## src/rtl/btn_counter_reader.sv

```systemverilog
// -----------------------------------------------------------------------------
// btn_counter_reader
//
// Reads two raw push-buttons, synchronizes each through a two-flop chain,
// debounces them on a shared divided sample tick and turns every accepted
// press into an up or down step of a modulo counter shown on the LEDs.
//
// Ports:
//   clk        in   system clock, all state rising-edge
//   rst        in   asynchronous active-low reset
//   btn_up     in   raw up button, active-high, asynchronous to clk
//   btn_down   in   raw down button, active-high, asynchronous to clk
//   leds       out  current count (registered), COUNTER_WIDTH bits
//   up_pulse   out  one-cycle registered pulse per accepted up press
//   down_pulse out  one-cycle registered pulse per accepted down press
// -----------------------------------------------------------------------------
module btn_counter_reader #(
  parameter int DEB_WIDTH     = 22,
  parameter int DEB_MAX       = 2_500_000,
  parameter int DEB_SAMPLES   = 3,
  parameter int COUNTER_WIDTH = 4,
  parameter int COUNTER_MAX   = 2**COUNTER_WIDTH
) (
  input  logic                     clk,
  input  logic                     rst,
  input  logic                     btn_up,
  input  logic                     btn_down,
  output logic [COUNTER_WIDTH-1:0] leds,
  output logic                     up_pulse,
  output logic                     down_pulse
);

  // Sample counter wide enough to hold DEB_SAMPLES.
  localparam int CNT_W = $clog2(DEB_SAMPLES + 1);

  localparam logic [DEB_WIDTH-1:0]     DIV_LAST = DEB_WIDTH'(DEB_MAX - 1);
  localparam logic [DEB_WIDTH-1:0]     DIV_ONE  = DEB_WIDTH'(1);
  localparam logic [CNT_W-1:0]         CNT_ZERO = CNT_W'(0);
  localparam logic [CNT_W-1:0]         CNT_ONE  = CNT_W'(1);
  // Count value that, with the current agreeing sample, completes qualification.
  localparam logic [CNT_W-1:0]         CNT_LAST = CNT_W'(DEB_SAMPLES - 1);
  localparam logic [COUNTER_WIDTH-1:0] VAL_ZERO = COUNTER_WIDTH'(0);
  localparam logic [COUNTER_WIDTH-1:0] VAL_ONE  = COUNTER_WIDTH'(1);
  localparam logic [COUNTER_WIDTH-1:0] VAL_TOP  = COUNTER_WIDTH'(COUNTER_MAX - 1);

  localparam logic [1:0] ST_RELEASED    = 2'd0;
  localparam logic [1:0] ST_PRESS_CHK   = 2'd1;
  localparam logic [1:0] ST_PRESSED     = 2'd2;
  localparam logic [1:0] ST_RELEASE_CHK = 2'd3;

  // Bit 0 is the up button, bit 1 the down button throughout.
  logic [1:0]               meta_q;
  logic [1:0]               sync_q;
  logic [DEB_WIDTH-1:0]     div_q;
  logic [DEB_WIDTH-1:0]     div_d;
  logic                     tick_s;
  logic [1:0]               state_q [2];
  logic [1:0]               state_d [2];
  logic [CNT_W-1:0]         cnt_q   [2];
  logic [CNT_W-1:0]         cnt_d   [2];
  logic [1:0]               fire_s;
  logic [1:0]               pulse_q;
  logic [COUNTER_WIDTH-1:0] count_q;
  logic [COUNTER_WIDTH-1:0] count_d;

  // Two-flop synchronizer for both raw buttons.
  always_ff @(posedge clk or negedge rst) begin
    if (!rst) begin
      meta_q <= 2'b00;
      sync_q <= 2'b00;
    end else begin
      meta_q <= {btn_down, btn_up};
      sync_q <= meta_q;
    end
  end

  // Shared sample-tick divider: tick in the cycle the divider sits at its last value.
  always_comb begin
    tick_s = (div_q == DIV_LAST);
    if (tick_s) begin
      div_d = '0;
    end else begin
      div_d = div_q + DIV_ONE;
    end
  end

  // Divider register.
  always_ff @(posedge clk or negedge rst) begin
    if (!rst) begin
      div_q <= '0;
    end else begin
      div_q <= div_d;
    end
  end

  // Per-button debounce next state; only tick cycles advance the FSMs.
  // A pulse is raised only on the RELEASED/PRESS_CHK -> PRESSED transition.
  always_comb begin
    fire_s = 2'b00;
    for (int b = 0; b < 2; b++) begin
      state_d[b] = state_q[b];
      cnt_d[b]   = cnt_q[b];
      if (tick_s) begin
        case (state_q[b])
          ST_RELEASED: begin
            if (sync_q[b]) begin
              if (DEB_SAMPLES == 1) begin
                state_d[b] = ST_PRESSED;
                cnt_d[b]   = CNT_ZERO;
                fire_s[b]  = 1'b1;
              end else begin
                state_d[b] = ST_PRESS_CHK;
                cnt_d[b]   = CNT_ONE;
              end
            end else begin
              state_d[b] = ST_RELEASED;
            end
          end
          ST_PRESS_CHK: begin
            if (sync_q[b]) begin
              if (cnt_q[b] == CNT_LAST) begin
                state_d[b] = ST_PRESSED;
                cnt_d[b]   = CNT_ZERO;
                fire_s[b]  = 1'b1;
              end else begin
                cnt_d[b] = cnt_q[b] + CNT_ONE;
              end
            end else begin
              state_d[b] = ST_RELEASED;
              cnt_d[b]   = CNT_ZERO;
            end
          end
          ST_PRESSED: begin
            if (!sync_q[b]) begin
              if (DEB_SAMPLES == 1) begin
                state_d[b] = ST_RELEASED;
                cnt_d[b]   = CNT_ZERO;
              end else begin
                state_d[b] = ST_RELEASE_CHK;
                cnt_d[b]   = CNT_ONE;
              end
            end else begin
              state_d[b] = ST_PRESSED;
            end
          end
          ST_RELEASE_CHK: begin
            if (!sync_q[b]) begin
              if (cnt_q[b] == CNT_LAST) begin
                state_d[b] = ST_RELEASED;
                cnt_d[b]   = CNT_ZERO;
              end else begin
                cnt_d[b] = cnt_q[b] + CNT_ONE;
              end
            end else begin
              // Bounce back to pressed: no new pulse, the press was already counted.
              state_d[b] = ST_PRESSED;
              cnt_d[b]   = CNT_ZERO;
            end
          end
          default: begin
            state_d[b] = ST_RELEASED;
            cnt_d[b]   = CNT_ZERO;
          end
        endcase
      end else begin
        state_d[b] = state_q[b];
      end
    end
  end

  // Debounce FSM state, sample counters and registered pulses.
  always_ff @(posedge clk or negedge rst) begin
    if (!rst) begin
      for (int b = 0; b < 2; b++) begin
        state_q[b] <= ST_RELEASED;
        cnt_q[b]   <= CNT_ZERO;
      end
      pulse_q <= 2'b00;
    end else begin
      for (int b = 0; b < 2; b++) begin
        state_q[b] <= state_d[b];
        cnt_q[b]   <= cnt_d[b];
      end
      pulse_q <= fire_s;
    end
  end

  // Modulo up/down count from the registered pulses; wrap is explicit so a
  // modulus below 2**COUNTER_WIDTH works.
  always_comb begin
    count_d = count_q;
    case (pulse_q)
      2'b01: begin
        if (count_q == VAL_TOP) begin
          count_d = VAL_ZERO;
        end else begin
          count_d = count_q + VAL_ONE;
        end
      end
      2'b10: begin
        if (count_q == VAL_ZERO) begin
          count_d = VAL_TOP;
        end else begin
          count_d = count_q - VAL_ONE;
        end
      end
      default: begin
        count_d = count_q;
      end
    endcase
  end

  // Count register.
  always_ff @(posedge clk or negedge rst) begin
    if (!rst) begin
      count_q <= VAL_ZERO;
    end else begin
      count_q <= count_d;
    end
  end

  assign leds       = count_q;
  assign up_pulse   = pulse_q[0];
  assign down_pulse = pulse_q[1];

endmodule
```

## config.mk

```make
export PLATFORM = sky130hd
export DESIGN_NAME = btn_counter_reader
export DESIGN_NICKNAME = d
export VERILOG_FILES = /design/src/rtl/btn_counter_reader.sv
export SDC_FILE = /design/constraint.sdc
export NUM_CORES = 1
export LEC_CHECK = 0
export ABC_AREA = 1
export CORE_ASPECT_RATIO = 1.4
export CORE_MARGIN = 10
export CORE_UTILIZATION = 60
export CTS_BUF_LIST = sky130_fd_sc_hd__clkbuf_4 sky130_fd_sc_hd__clkbuf_8
export DETAILED_ROUTE_END_ITERATION = 8
export PLACE_DENSITY = 0.83
export SYNTH_ARGS = -nofsm -noshare
export SYNTH_HDL_FRONTEND = slang
export SYNTH_SLANG_ARGS = --single-unit
```

## constraint.sdc

```tcl
create_clock -name clk -period 3.05 [get_ports clk]
set_input_delay 0.61 -clock clk [delete_from_list [all_inputs] [get_ports clk]]
set_output_delay 0.61 -clock clk [all_outputs]
set_load 0.01 [all_outputs]
```

# After elaboration in Yosys (flattened, before gate mapping)
# Cells that the tools add are included.
# Widths: inputs -> output; s select.
[op_classes]
n_div = 0
shift = 0
n_reduce_logical = 8
order_cmp = 0
muxes = 38
eq_ne = 20
n_mul = 0
n_addsub = 5
bitwise = 0
[ops]
columns = ["op", "n"]
rows = [
  ["$mux 2", 18],
  ["$pmux 2 s4", 4],
  ["$add 22x1->22 const B", 1],
  ["$eq 22x22->1 const B", 1],
  ["$mux 22", 1],
  ["$eq 2x2->1 const B", 7],
  ["$mux 1", 12],
  ["$ne 3x3->1 const B", 4],
  ["$reduce_and 3->1", 4],
  ["$mux 4", 2],
  ["$ne 2x2->1 const B", 4],
  ["$pmux 4 s2", 1],
  ["$eq 2x1->1 const B", 3],
  ["$add 2x1->2 const B", 2],
  ["$add 4x1->4 const B", 1],
  ["$eq 4x4->1 const B", 1],
  ["$logic_not 2->1", 2],
  ["$logic_not 4->1", 1],
  ["$sub 4x1->4 const B", 1],
  ["$reduce_bool 2->1", 1],
]
[totals]
inputBits = 4
output_inout_bits = 6
latch_bits = 0
mem_bits_ro = 0
ram_bits = 0
mem_count = 0
ff_bits = 40
word_cells = 80

# Depth between registers and ports, before layout
[depth]
word_depth = 5
ltp_mapped = 10
mapped_depth_nobuf = 10

# Worst setup path before layout
# No wires, ideal clock.
[synth_timing]
path_kind = "reg2reg"
startpoint = "register div_q[0]"
endpoint = "register cnt_q[3] (netlist name)"
n_path_buf = 0
stages_incl_launch_ff = 9
t_required_ns = 2.933
arrival_ns = 1.290
slack_ns = 1.643
synth_period_minus_slack_ns = 1.407
setup_time_ns = 0.117
cell_sequence = "dfrtp_1 > ha_1 > nand2_4 > nor2_4 > nand3_2 > nor2_4 > nand3_1 > nand2_1 > nand2_1"
[synth_via]
elab_chain_cells = 2
[synth_rtl]
columns = ["element", "line_no", "source"]
rows = [
  ["from (decl)", "54", "logic [DEB_WIDTH-1:0] div_q;"],
  ["from (signal assigned)", "92", "div_q <= div_d;"],
  ["$eq 22x22->1", "79", "tick_s = (div_q == DIV_LAST);"],
  ["$reduce_and 3->1 (no source line)", "--", ""],
  ["to (signal, indexed assignment)", "182", "cnt_q[b] <= cnt_d[b];"],
  ["to (decl)", "59", "logic [CNT_W-1:0] cnt_q [2];"],
]
# Every way passes these cells.
# A chain may end at the register's enable or synchronous reset.

# Final worst setup path
[layout_timing]
startpoint = "register count_q[1], in the netlist leds[1]"
endpoint = "output leds[1]"
[layout_lines]
columns = ["element", "line_no", "source"]
rows = [
  ["from (decl)", "63", "logic [COUNTER_WIDTH-1:0] count_q;"],
  ["from (signal assigned)", "218", "count_q <= count_d;"],
  ["to (decl)", "28", "output logic [COUNTER_WIDTH-1:0] leds,"],
]
# No word-level cell between the ends.

==> metrics.log <==
[metrics] status: finished clean
[metrics] WL final: roughly 4700 um
[metrics] Critical Path AT: about 1.3 ns
[metrics] maximum achievable frequency: 514.9 MHz
[metrics] ANT cells: 0
[metrics] Post-synth ARST share: 1.000
[metrics] share of post-route cells with drive strength above 1: 0.08902
[metrics] class of the most critical hold timing path: flip-flop to flip-flop
[metrics] synthesized cell area: ~2400 um^2
[metrics] final worst-path cycle share: 0.6368
[metrics] launching point of the worst reg2reg path: div_q[0]$_DFF_PN0_
[metrics] number of H-tree levels: 2
[metrics] number of buffers added by the clock tree synthesis step: 5
[metrics] maximum number of pins on one net before global-route repair: 41
[metrics] post-synthesis net count: 331
[metrics] FF+latch count, synth: 40
[metrics] portion of netlist area occupied by mux cells: 0
[metrics] final worst hold slack: between 0.3 and 0.4 ns
[metrics] vias in the first global route: around 1.9k
[metrics] Remaining DRCs: 0
[metrics] termination of the worst setup path: leds[1]
[metrics] maximum capacitance violations: 0
[metrics] cell types occupying the most area after synthesis: sky130_fd_sc_hd__dfrtp_1, sky130_fd_sc_hd__nand2_1, sky130_fd_sc_hd__inv_1
[metrics] Chip Height: between 90 and 100 um
[metrics] largest family of logic cells by synthesized area: simple AND/OR/NAND/NOR gates
[metrics] TritonCTS Sinks: 40
[metrics] detail-routed via count per cell: approximately 5.4
[metrics] final setup violating endpoints: 0
[metrics] total gr overflow: 0
[metrics] post-CTS setup buffer count: 0
[metrics] synthesized-area fraction occupied by ao, oa, aoi and oai cells: 0.04092
[metrics] instance count after placement with tap cells included: around 370
[metrics] Total Power: roughly 900 uW
[metrics] element type at the critical path start: flip-flop
[metrics] crit-path leading delay family: buffers and inverters
[metrics] flip-flop cell with the highest count after synthesis: sky130_fd_sc_hd__dfrtp_1
[metrics] CP Capture Type: primary output
[metrics] number of antenna violations at the first check in global routing: 0
[metrics] Total Routing Usage GR: 0.1486
[metrics] number of instances in the synthesized netlist: about 320
[metrics] cell with the largest stage delay on the worst path: sky130_fd_sc_hd__clkdlybuf4s50_1
[metrics] initial core utilization: 0.6138
[metrics] CP peak stage delay: approximately 0.59 ns
[metrics] Area growth syn-to-layout: 8.762%
[metrics] buffering stage count on the worst path with inverters included: 1
[metrics] Pre-antenna DRT Iters: 4
[metrics] skew final: between 0.007 and 0.008 ns
[metrics] core area: 3885 um^2
[metrics] Least-Margin Pin Slew: ~0.9 ns
[metrics] Top Ports: 10
[metrics] Buffers on Ports: 9
[metrics] number of core rows: 27
[metrics] Clock Latency Late Sink: approximately 0.30 ns
[metrics] hold buffers post-CTS: 0
[metrics] cell taking the most area after synthesis: sky130_fd_sc_hd__dfrtp_1
[metrics] critical register-to-register path endpoint: cnt_q[0]$_DFFE_PN0P_
[metrics] time the final worst path needs with I/O delays and setup: between 1.5 and 2 ns
[metrics] series of cell instances along the critical path: clkdlybuf4s50_1
[metrics] Worst Path Required: 2.44 ns
[metrics] share of the synthesized netlist area taken by xor and xnor gates: 0.03305
[metrics] worst vdd rail ir drop: 0.0002812 V
[metrics] dpl hpwl: between 3000 and 4000 um
[metrics] headroom to the max-slew limit: 0.3985
[metrics] pwr/cell area: roughly 350 nW/um^2
[metrics] Setup Total Neg Slack: 0 ns
[metrics] CTS tree: built
[metrics] root buffer selected by CTS: sky130_fd_sc_hd__clkbuf_8
[metrics] top cell type's share of synthesized area: 0.4197
[metrics] class of the most critical setup path: flip-flop to primary output
[metrics] horizontal die dimension: approximately 73 um
[metrics] total vias in the final route: about 2.0k
[metrics] simple-gate area share of the yosys netlist: 0.3940
[metrics] setup slack, reg-to-reg: roughly 1.5 ns
[metrics] final number of hold-violating endpoints: 0
[metrics] Starting DRT DRC Count: roughly 110
[metrics] cell count of the worst reg-to-reg path: 8
[metrics] Pleak: roughly 1.3 nW
[metrics] number of distinct standard cells referenced by the synthesized netlist: 29
[metrics] Final Non-Filler Cells: 380
[metrics] remaining number of nets flagged by the antenna check after routing: 0
[metrics] Post-synth EDFFs: 0
[metrics] worst-path maximum fanout: 6
[metrics] Clock Pin Slew Worst Setup and Hold Paths: approximately 0.070 ns
[metrics] maximum buffer depth of the clock tree: 2
[metrics] average cell area after synthesis: about 7.4 um^2
[metrics] Yosys Warn Count: 0
[metrics] worst setup path startpoint: leds[1]$_DFFE_PN0P_
[metrics] post-layout net count: approximately 350
[metrics] DR WL/cell: 12.30 um
[metrics] Post-CTS Resized: 0
[metrics] setup repair after global routing missed its margin: false
[metrics] Die Area: just under 7000 um^2
[metrics] fraction of the mapped netlist area in adder cells: 0.02099
[metrics] instance count on the critical path: 1
[metrics] top cells by count, synth: sky130_fd_sc_hd__nand2_1, sky130_fd_sc_hd__inv_1, sky130_fd_sc_hd__nor2_1
[metrics] first-pass GRT wire length: 8376 um
[metrics] share of synthesized area occupied by flip-flops and latches: 0.4197
[metrics] most common cell in the netlist: sky130_fd_sc_hd__nand2_1
[metrics] Pins Over Slew Limit: 0
[metrics] final weighted congestion in routability-driven placement: 0.9275
==> layout make-up <==
cell class                 instances  area (um^2)
multi-input combinational        226         1166
inverter                          55        206.4
clock buffer                       6        76.32
sequential                        40         1001
clock inverter                     1        5.005
timing repair buffer               9        85.08
tap                               43        53.80
fill                             346         1291
==> per-stage QoR <==
stage,instance area [um^2],setup slack [ns],util
floorplan,2385,1.643,-
global placement,2512,1.469,0.6467
detailed placement,2512,1.418,0.6467
CTS,2594,1.095,0.6676
global route,2594,1.058,0.6676
finish,2594,1.108,0.6676
==> cell usage in the layout (no fill, tap or decap), types with 5 or more instances in the layout <==
| cell type | netlist | layout |
|---|---|---|
| sky130_fd_sc_hd__clkbuf_8 | 0 | 5 |
| sky130_fd_sc_hd__clkdlybuf4s50_1 | 0 | 8 |
| sky130_fd_sc_hd__dfrtp_1 | 40 | 40 |
| sky130_fd_sc_hd__inv_1 | 53 | 53 |
| sky130_fd_sc_hd__nand2_1 | 84 | 84 |
| sky130_fd_sc_hd__nand3_1 | 25 | 25 |
| sky130_fd_sc_hd__nand4_1 | 12 | 12 |
| sky130_fd_sc_hd__nor2_1 | 43 | 43 |
| sky130_fd_sc_hd__nor3_1 | 10 | 10 |
| sky130_fd_sc_hd__o21ai_0 | 9 | 9 |
| sky130_fd_sc_hd__xor2_1 | 8 | 8 |
==> state kept, by name, summed over array words and instances, names as in the netlist, named ones only <==
| signal | count |
|---|---|
| sync_q | 2 |
| state_q | 2 |
| meta_q | 2 |
| cnt_q | 4 |
| pulse_q | 2 |
| leds | 4 |
| div_q | 22 |
==> power by group <==
group	internal, mW	switching (mW)	total [mW]
combinational	0.00456	0.0146	0.0191
sequential	0.533	0.00204	0.535
clock	0.164	0.177	0.342
==> metal layers <==
layer | vias to the layer above | share of wire | GRT usage
li1 | 1045 | - | -
met1 | 949 | 0.44 | 0.1741
met2 | 36 | 0.50 | 0.2493
met3 | 8 | 0.038 | 0.03673
met4 | 0 | 0.021 | 0.06349
met5 | - | 0 | 0
==> cells by family (layout without fill, tap and decap cells) <==
| family | count (synthesis) | in the layout |
|---|---|---|
| AOI/OAI and AO/OA | 18 | 18 |
| xor gates and xnor gates | 9 | 9 |
| adders and majority gates | 4 | 4 |
| buffers and inverters | 57 | 71 |
| DFF | 40 | 40 |
| and+or+nand+nor | 195 | 195 |
==> worst min-delay path by stage <==
stage,startpoint,endpoint,slack (ns),cells after the start
2_1_floorplan,rst,asynchronous set/reset pin,0.31,0
3_3_place_gp,meta_q[0]$_DFF_PN0_,sync_q[0]$_DFF_PN0_,0.33,0
3_5_place_dp,meta_q[1]$_DFF_PN0_,sync_q[1]$_DFF_PN0_,0.34,0
4_1_cts,meta_q[1]$_DFF_PN0_,sync_q[1]$_DFF_PN0_,0.36,0
5_1_grt,meta_q[1]$_DFF_PN0_,sync_q[1]$_DFF_PN0_,0.36,0
6_report,meta_q[1]$_DFF_PN0_,sync_q[1]$_DFF_PN0_,0.35,0
(Power assumes the default switching activity.)
